[config.mk]
export PLATFORM = sky130hd
export DESIGN_NAME = spike_activity_monitor
export DESIGN_NICKNAME = d
export VERILOG_FILES = /design/src/rtl/spike_activity_monitor.sv
export SDC_FILE = /design/constraint.sdc
export NUM_CORES = 1
export LEC_CHECK = 0
export CAP_MARGIN = 20
export CORE_MARGIN = 4
export CORE_UTILIZATION = 35
export DETAILED_ROUTE_END_ITERATION = 10
export PLACE_DENSITY = 0.61
export REMOVE_ABC_BUFFERS = 1
export SYNTH_ARGS = -nofsm -noshare
export SYNTH_HDL_FRONTEND = slang
export SYNTH_SLANG_ARGS = --single-unit
[constraint.sdc]
create_clock -name clk -period 4.6 [get_ports clk]
set_input_delay 0.92 -clock clk [delete_from_list [all_inputs] [get_ports clk]]
set_output_delay 0.92 -clock clk [all_outputs]
set_load 0.05 [all_outputs]
[src/rtl/spike_activity_monitor.sv]
`default_nettype none
// ============================================================================
//  Module   : spike_activity_monitor
//  Purpose  : N-channel spike monitor with saturating totals, fixed-window
//             rate snapshots and a pre->post spike latency measurement.
//  Revision : 1.0  initial release
// ============================================================================
module spike_activity_monitor #(
  parameter int N_CH    = 2,
  parameter int CNT_W   = 16,
  parameter int WIN_CYC = 1000,
  parameter int LAT_W   = 12,
  parameter int SEL_W   = 4
) (
  input  logic              clk,
  input  logic              rst,
  input  logic              ena_i,
  input  logic              clear_i,
  input  logic [N_CH-1:0]   spike_in_i,
  input  logic [SEL_W-1:0]  pre_sel_i,
  input  logic [SEL_W-1:0]  post_sel_i,
  input  logic [SEL_W-1:0]  rd_sel_i,
  output logic [CNT_W-1:0]  rd_total_o,
  output logic [CNT_W-1:0]  rd_rate_o,
  output logic              win_valid_o,
  output logic [LAT_W-1:0]  lat_out_o,
  output logic              lat_valid_o,
  output logic              lat_timeout_o
);

  localparam int              TMR_W    = (WIN_CYC > 1) ? $clog2(WIN_CYC) : 1;
  localparam logic [CNT_W-1:0] CNT_MAX  = '1;
  localparam logic [LAT_W-1:0] LAT_MAX  = '1;
  localparam logic [TMR_W-1:0] WIN_LAST = TMR_W'(WIN_CYC - 1);

  typedef enum logic {
    S_IDLE  = 1'b0,
    S_ARMED = 1'b1
  } lat_state_t;

  logic                   srst;
  logic [N_CH-1:0]        prev_q;
  logic [N_CH-1:0]        spk_edge;
  logic [TMR_W-1:0]       wtmr_q;
  logic                   win_end;
  logic                   win_valid_q;
  logic [N_CH*CNT_W-1:0]  total_flat;
  logic [N_CH*CNT_W-1:0]  rate_flat;
  logic                   pre_hit;
  logic                   post_hit;
  lat_state_t             state_q;
  logic [LAT_W-1:0]       lat_t_q;
  logic [LAT_W-1:0]       lat_k;
  logic [LAT_W-1:0]       lat_out_q;
  logic                   lat_valid_q;
  logic                   lat_timeout_q;

  // Soft clear behaves exactly like reset
  assign srst     = rst | clear_i;
  // Rising edges only count while the monitor is enabled
  assign spk_edge = spike_in_i & ~prev_q & {N_CH{ena_i}};
  assign win_end  = ena_i & (wtmr_q == WIN_LAST);
  // Enabled cycles elapsed since arming, including the current one
  assign lat_k    = lat_t_q + 1'b1;

  // Previous-sample registers track the input even while disabled
  always_ff @(posedge clk) begin
    if (srst) prev_q <= '0;
    else      prev_q <= spike_in_i;
  end

  // Window timer advances on enabled cycles and flags each completed window
  always_ff @(posedge clk) begin
    if (srst) begin
      wtmr_q      <= '0;
      win_valid_q <= 1'b0;
    end else begin
      win_valid_q <= win_end;
      if (win_end)    wtmr_q <= '0;
      else if (ena_i) wtmr_q <= wtmr_q + 1'b1;
    end
  end

  generate
    for (genvar i = 0; i < N_CH; i++) begin : g_ch
      logic [CNT_W-1:0] total_q;
      logic [CNT_W-1:0] total_d;
      logic [CNT_W-1:0] win_q;
      logic [CNT_W-1:0] win_d;
      logic [CNT_W-1:0] rate_q;

      // Saturating increments for this channel's total and window counts
      always_comb begin
        total_d = total_q;
        win_d   = win_q;
        if (spk_edge[i] && (total_q != CNT_MAX)) total_d = total_q + 1'b1;
        if (spk_edge[i] && (win_q   != CNT_MAX)) win_d   = win_q + 1'b1;
      end

      // Counter update; the window snapshot includes an edge in its last cycle
      always_ff @(posedge clk) begin
        if (srst) begin
          total_q <= '0;
          win_q   <= '0;
          rate_q  <= '0;
        end else begin
          total_q <= total_d;
          if (win_end) begin
            rate_q <= win_d;
            win_q  <= '0;
          end else begin
            win_q  <= win_d;
          end
        end
      end

      assign total_flat[i*CNT_W +: CNT_W] = total_q;
      assign rate_flat[i*CNT_W +: CNT_W]  = rate_q;
    end
  endgenerate

  // Readout mux; out-of-range selects read as zero
  always_comb begin
    rd_total_o = '0;
    rd_rate_o  = '0;
    for (int i = 0; i < N_CH; i++) begin
      if (rd_sel_i == SEL_W'(i)) begin
        rd_total_o = total_flat[i*CNT_W +: CNT_W];
        rd_rate_o  = rate_flat[i*CNT_W +: CNT_W];
      end
    end
  end

  // Pre/post edge selection; out-of-range selects never see an edge
  always_comb begin
    pre_hit  = 1'b0;
    post_hit = 1'b0;
    for (int i = 0; i < N_CH; i++) begin
      if (pre_sel_i  == SEL_W'(i)) pre_hit  = spk_edge[i];
      if (post_sel_i == SEL_W'(i)) post_hit = spk_edge[i];
    end
  end

  // Latency FSM: nearest-pre pairing, frozen while disabled
  always_ff @(posedge clk) begin
    if (srst) begin
      state_q       <= S_IDLE;
      lat_t_q       <= '0;
      lat_out_q     <= '0;
      lat_valid_q   <= 1'b0;
      lat_timeout_q <= 1'b0;
    end else begin
      lat_valid_q   <= 1'b0;
      lat_timeout_q <= 1'b0;
      if (ena_i) begin
        case (state_q)
          S_IDLE: begin
            if (pre_hit && post_hit) begin
              lat_out_q   <= '0;
              lat_valid_q <= 1'b1;
            end else if (pre_hit) begin
              state_q <= S_ARMED;
              lat_t_q <= '0;
            end
          end
          S_ARMED: begin
            if (post_hit) begin
              lat_out_q   <= lat_k;
              lat_valid_q <= 1'b1;
              lat_t_q     <= '0;
              if (!pre_hit) state_q <= S_IDLE;
            end else if (pre_hit) begin
              lat_t_q <= '0;
            end else if (lat_k == LAT_MAX) begin
              lat_timeout_q <= 1'b1;
              state_q       <= S_IDLE;
            end else begin
              lat_t_q <= lat_k;
            end
          end
        endcase
      end
    end
  end

  assign win_valid_o   = win_valid_q;
  assign lat_out_o     = lat_out_q;
  assign lat_valid_o   = lat_valid_q;
  assign lat_timeout_o = lat_timeout_q;

endmodule
`default_nettype wire

==> impl_results.md, run 1 <==
* Status: finished clean
* Iter 0 DRT Violations at 239
* CTS Hold Bufs at 0
* Relative slew slack at 54.5%
* Vias in the first global route at 5054
* Kind of critical path: in2out
* First-pass GRT wire length at 25200 um
* Mapped Area at 0.00643 mm2
* Fmax at 252 MHz
* First-pass detailed-route iteration total at 4
* Final clock skew at 11.8 ps
* Worst setup SP type: input port
* Crit-path max cell delay at 800 ps
* Synth async-reset ratio at 0%
* Fin. Hold Viols at 0
* Crit Path Max Fanout at 7
* CP most frequent cell: clkdlybuf4s50_1
* Area grow syn2layout at 20.5%
* Vias at 5361
* Initial antenna violation count at 0
* H-tree depth at 4
* Ant diodes at 0
* Mapped Avg Cell Area at 8.64 um2
* Wire per inst at 14.5 um
* Max-Cap Viols at 0
* Die Span Y at 144 um
* CP Data Arrival Time at 3040 ps
* CTS buffer count at 17
* Max Root-Sink Buffers at 2
* Commonest cells post-synth: dfxtp_1, nor2_1, nand2_1
* Hold WC Path Type: reg2reg
* Sequential fraction of the synthesis area at 42.3%
* Required time worst endpoint at 3680 ps
* Remaining global-route overflow at 0
* Root Buffer: clkbuf_16
* CTS tree: yes
* Clock sinks at 136
* Hold_sp: lat_out_o[3]$_SDFFE_PP0P_
* #FFs+latches synth at 136
* # port buffers at 64
* Post-DP HPWL at 10700 um
* Skew-Pair Late Insertion Delay at 420 ps
* Synth area leaders: dfxtp_1, nor2_1, xor2_1, a22o_1, nand3_1
* Minimum clock period after layout at 3960 ps
* Initial Util at 35.7%
* Worst-path cell chain: clkdlybuf4s50_1, nor4b_2, a22o_1, clkdlybuf4s50_1
* Routed vias/inst at 5.17
* P_leak at 2.67 nW
* Worst setup EP type: primary output
* Buf/Inv on CP at 2
* Row count at 49
* Post-layout util at 43.0%
* I/O pins at 65
* Setup crit start: rd_sel_i[3]
* RSZ-0062 raised after global routing: no
* EDFF count, synth at 0
* Slowest stage cell, crit path: clkdlybuf4s50_1
* Worst ir drop on vdd at 242 uV
* Largest net degree at the start of global routing at 53
* Final Max Tran Viols at 0
* Nets at 821
* Final ANT Viol Nets at 0
* Post-CTS setup buffers at 0
* Die X at 144 um
* PwrDens at 335 mW/mm2
* RR Startpoint: lat_t_q[1]$_SDFFE_PP0P_
* Total track usage at 15.0%
* Power after layout at 2.59 mW
* Crit-path leading delay family: buffers and inverters
* Placer Congestion at 0.821
* Yosys cell types at 62
* Area of the core at 0.0180 mm2
* Largest area contributor in the netlist: dfxtp_1
* Crit share post-route at 86.2%
* PostCTS Resize Cnt at 0
* Gate Count Post-Synth at 744
* Final setup violation count at 0
* Die area at 0.0206 mm2
* Most common cell in the netlist: dfxtp_1
* Final WL at 15100 um
* Worst-Margin Slew at 680 ps
* Drt drc at 0
* Yosys top cell area share at 42.3%
* Layout cells sized above 1 at 11.6%
* Synth warnings at 0
* CTS clk-pin slew, worst paths at 50 ps
* Main synth FF type: dfxtp_1
## final timing paths
check                           slack [ps]  cells past startpoint                   endpoint
worst max-delay path                   640                      4               rd_rate_o[1]
worst min-delay path                   450                      2  lat_out_o[3]$_SDFFE_PP0P_
worst max register to register        1640                      7    lat_t_q[0]$_SDFFE_PP0P_
worst min register to register         450                      2  lat_out_o[3]$_SDFFE_PP0P_
## report_power, final
part | internal [mW] | total, mW | switching, mW
Clock | 0.826 | 1.34 | 0.510
Sequential | 1.18 | 1.18 | 0.00342
Combinational | 0.0292 | 0.0737 | 0.0445
## worst register-to-register path: stages (launching register included)
cell and delay [ps]:
dfxtp_1 560, ha_1 430, nand2_1 130, o31a_1 260
o32a_1 290, or4_4 630, and2_1 270, mux2_2 280
## cell type report
cell class,instances,area (um2)
well taps,229,287
flip-flops and latches,136,2720
inverters,8,30.0
repair buffers,76,676
fillers,1828,10300
clock inverters,11,123
multi-input cells,556,3450
clock buffers,21,460
## per-stage QoR
step | worst slack (ps) | TNS (ps) | hold WS (ps) | cell area, um2 | std cells
2_1_floorplan | -787 | -35000 | 432 | 6190 | 700
3_3_place_gp | 696 | 0 | 444 | 7170 | 1005
3_5_place_dp | 633 | 0 | 447 | 7170 | 1005
4_1_cts | 619 | 0 | 455 | 7750 | 1037
5_1_grt | 534 | 0 | 485 | 7750 | 1037
6_report | 636 | 0 | 454 | 7750 | 1037
## flip-flops by register name (all words and copies together), names as in the netlist, 2 cells and up
| register | cells |
|---|---|
| g_ch.total_q | 32 |
| g_ch.rate_q | 32 |
| wtmr_q | 10 |
| g_ch.win_q | 32 |
| prev_q | 2 |
| lat_out_o | 12 |
| lat_t_q | 12 |
## cell usage in the layout, fill, tap and decap left out, drive strengths merged, types with 8 or more instances in the layout
master	synthesis	routed
nand3	46	46
buf	6	39
nor3	10	10
a22o	37	37
ha	8	8
and4	9	9
o21ai	22	22
xnor2	19	19
nand4	24	24
dfxtp	136	136
nor2	113	113
or3	9	9
clkdlybuf4s50	0	37
a211oi	18	18
xor2	44	44
and2	15	15
nand2	49	49
and3	13	13
a21oi	42	42
clkbuf	38	21
inv	8	9
## cells by family after synthesis
kind of cell	after synthesis	share of synthesized area (%)
and+or+nand+nor	328	26.1
buffers and inverters	52	4.26
adders and majority gates	8	1.56
xor gates and xnor gates	63	8.58
DFF	136	42.3
AOI/OAI and AO/OA	151	16.2
muxes	6	0.953
## layer usage
| metal | vias to the layer above | part of all wire, % | GRT usage, % | wire length [um] |
|---|---|---|---|---|
| met1 | 2493 | 51 | 20.5 | 7620 |
| met4 | 0 | 1.8 | 5.30 | 266 |
| met5 | - | 0 | 0 | 0 |
| li1 | 2773 | - | - | - |
| met2 | 71 | 44 | 23.1 | 6660 |
| met3 | 24 | 3.4 | 3.43 | 511 |
(Power assumes the default switching activity.)
==> run 2, diff against run 1 <==
--- a/config.mk
+++ b/config.mk
@@ -6,9 +6,10 @@
 export NUM_CORES = 1
 export LEC_CHECK = 0
 export CAP_MARGIN = 20
-export CORE_MARGIN = 4
+export CORE_MARGIN = 3
 export CORE_UTILIZATION = 35
 export DETAILED_ROUTE_END_ITERATION = 10
+export GPL_ROUTABILITY_DRIVEN = 0
 export PLACE_DENSITY = 0.61
 export REMOVE_ABC_BUFFERS = 1
 export SYNTH_ARGS = -nofsm -noshare
==> impl_results.md, run 2 (synthesis gave the netlist of run 1 again) <==
* Area after DPL at 0.00715 mm2 (-0.31%)
* Nets at 821 (unchanged)
* Row count at 48 (-2.0%)
* Largest net degree at the start of global routing at 68 (+28%)
* H-tree depth at 4 (unchanged)
* Vias in the first global route at 4970 (-1.7%)
* Crit-path leading delay family: buffers and inverters
* P_leak at 2.64 nW (-1.2%)
* Clock sinks at 136 (unchanged)
* Routed vias/inst at 5.21 (+0.75%)
* CTS Hold Bufs at 0 (unchanged)
* Worst ir drop on vdd at 331 uV (+36%)
* Kind of critical path: in2out
* Fin Setup TNS at 0 ps (unchanged)
* Buf/Inv on CP at 2 (unchanged)
* Initial Util at 36.4% (+0.74 points)
* Largest regs: g_ch.rate_q (32), g_ch.total_q (32), g_ch.win_q (32)
* PwrDens at 323 mW/mm2 (-3.3%)
* RSZ-0062 raised after global routing: no
* RR Startpoint: lat_t_q[1]$_SDFFE_PP0P_
* Power after layout at 2.49 mW (-4.2%)
* # port buffers at 64 (unchanged)
* Wire per inst at 14.7 um (+1.4%)
* Iter 0 DRT Violations at 277 (+16%)
* Final WL at 15200 um (+0.91%)
* Initial antenna violation count at 0 (unchanged)
* R2R cell count at 7 (unchanged)
* Status: finished clean
* Required time worst endpoint at 3680 ps (about the same)
* Post-CTS setup buffers at 0 (unchanged)
* Die Span Y at 142 um (-1.4%)
* Layout cells sized above 1 at 11.5% (-0.11 points)
* Relative slew slack at 49.1% (-5.5 points)
* Ant diodes at 0 (unchanged)
* Area of the core at 0.0177 mm2 (-2.0%)
* Post-DP HPWL at 10800 um (+1.2%)
* Max-Cap Viols at 0 (unchanged)
* Commonest cells after routing, fill and taps aside: dfxtp_1, nor2_1, nand2_1
* First-pass detailed-route iteration total at 4 (unchanged)
* Total track usage at 15.2% (+0.26 points)
* Final clock skew at 10.5 ps (-1.31 ps)
* Slowest stage cell, crit path: clkdlybuf4s50_1
* CTS buffer count at 17 (unchanged)
* Vias at 5375 (+0.26%)
* Crit Path Max Fanout at 8 (+1)
* Max Root-Sink Buffers at 2 (unchanged)
* Final setup violation count at 0 (unchanged)
* Hold WC Path Type: reg2reg
* CP Data Arrival Time at 3120 ps (+80 ps)
* Die X at 142 um (-1.4%)
* I/O pins at 65 (unchanged)
* Area grow syn2layout at 19.5%
* Setup crit start: rd_sel_i[3]
* Final Max Tran Viols at 0 (unchanged)
* CP most frequent cell: clkdlybuf4s50_1
* Final ANT Viol Nets at 0 (unchanged)
* Fin. Hold Viols at 0 (unchanged)
* Crit-path max cell delay at 800 ps (about the same)
* Worst-Margin Slew at 762 ps (+81.7 ps)
* Drt drc at 0 (unchanged)
* Skew-Pair Late Insertion Delay at 420 ps (about the same)
* Worst setup EP type: primary output
* CTS tree: yes
* CTS clk-pin slew, worst paths at 60 ps (about the same)
* Hold_sp: lat_out_o[11]$_SDFFE_PP0P_
* Worst setup SP type: input port
* Design Area, Final at 0.00768 mm2 (-0.86%)
* Hold depth at 2 (unchanged)
* Die area at 0.0200 mm2 (-2.8%)
* Minimum clock period after layout at 4040 ps (+71.3 ps)
* Fmax at 248 MHz (-1.8%)
* Worst-path cell chain: clkdlybuf4s50_1, nor4b_2, a22o_1, clkdlybuf4s50_1
* Stages on worst setup path at 4 (unchanged)
* Remaining global-route overflow at 0 (unchanged)
* Post-layout util at 43.5% (+0.52 points)
* Root Buffer: clkbuf_16
* Crit share post-route at 87.7% (+1.6 points)
* PostCTS Resize Cnt at 0 (unchanged)
* First-pass GRT wire length at 25000 um (-0.69%)
* Most common cell after layout, fill and taps aside: dfxtp_1
-- run 2: cell count changes in the layout (fill, tap and decap cells not counted) --
cell	delta
inv_6	+1
clkbuf_1	-1
bufinv_16	-2
clkinvlp_4	+1
clkdlybuf4s50_1	+1
buf_12	-1
clkinv_2	+1
clkinv_4	-1
-- run 2: final timing paths --
path | endpoint | slack, ps
worst max-delay path | rd_total_o[2] | 560
worst min-delay path | lat_out_o[11]$_SDFFE_PP0P_ | 450
worst max register to register | lat_t_q[0]$_SDFFE_PP0P_ | 1680
worst min register to register | lat_out_o[11]$_SDFFE_PP0P_ | 450
-- run 2: metal layers --
layer | track usage [%] | part of all wire, % | wire length [um] | up-vias
li1 | - | - | - | 2768
met1 | 20.5 | 49 | 7470 | 2502
met2 | 23.5 | 46 | 6990 | 86
met3 | 4.45 | 3.3 | 497 | 19
met4 | 5.00 | 1.6 | 239 | 0
met5 | 0 | 0 | 0 | -
-- run 2: layout make-up --
| class | count | area [um2] |
|---|---|---|
| multi-input cells | 556 | 3450 |
| flip-flops and latches | 136 | 2720 |
| repair buffers | 76 | 666 |
| clock buffers | 20 | 457 |
| clock inverters | 11 | 75.1 |
| well taps | 225 | 282 |
| inverters | 8 | 30.0 |
| fillers | 1778 | 9970 |
-- run 2: through the flow --
step	hold WS, ps	setup WS (ps)	std cells
floorplan	432	-787	700
CTS	453	548	1031
finish	452	565	1032
global placement	439	609	1000
global route	463	438	1032
detailed placement	445	565	1000
-- run 2: report_power, final --
part           internal (mW)  switching, mW
combinational         0.0286         0.0440
sequential              1.18        0.00359
clock                  0.712          0.516
-- run 2: worst register-to-register path, delay by kind of cell, from the launching register on --
family | cells | cell delay (ps)
simple gates | 3 | 1010
flops | 1 | 560
compound gates | 2 | 540
fa+ha+maj | 1 | 410
mux | 1 | 280
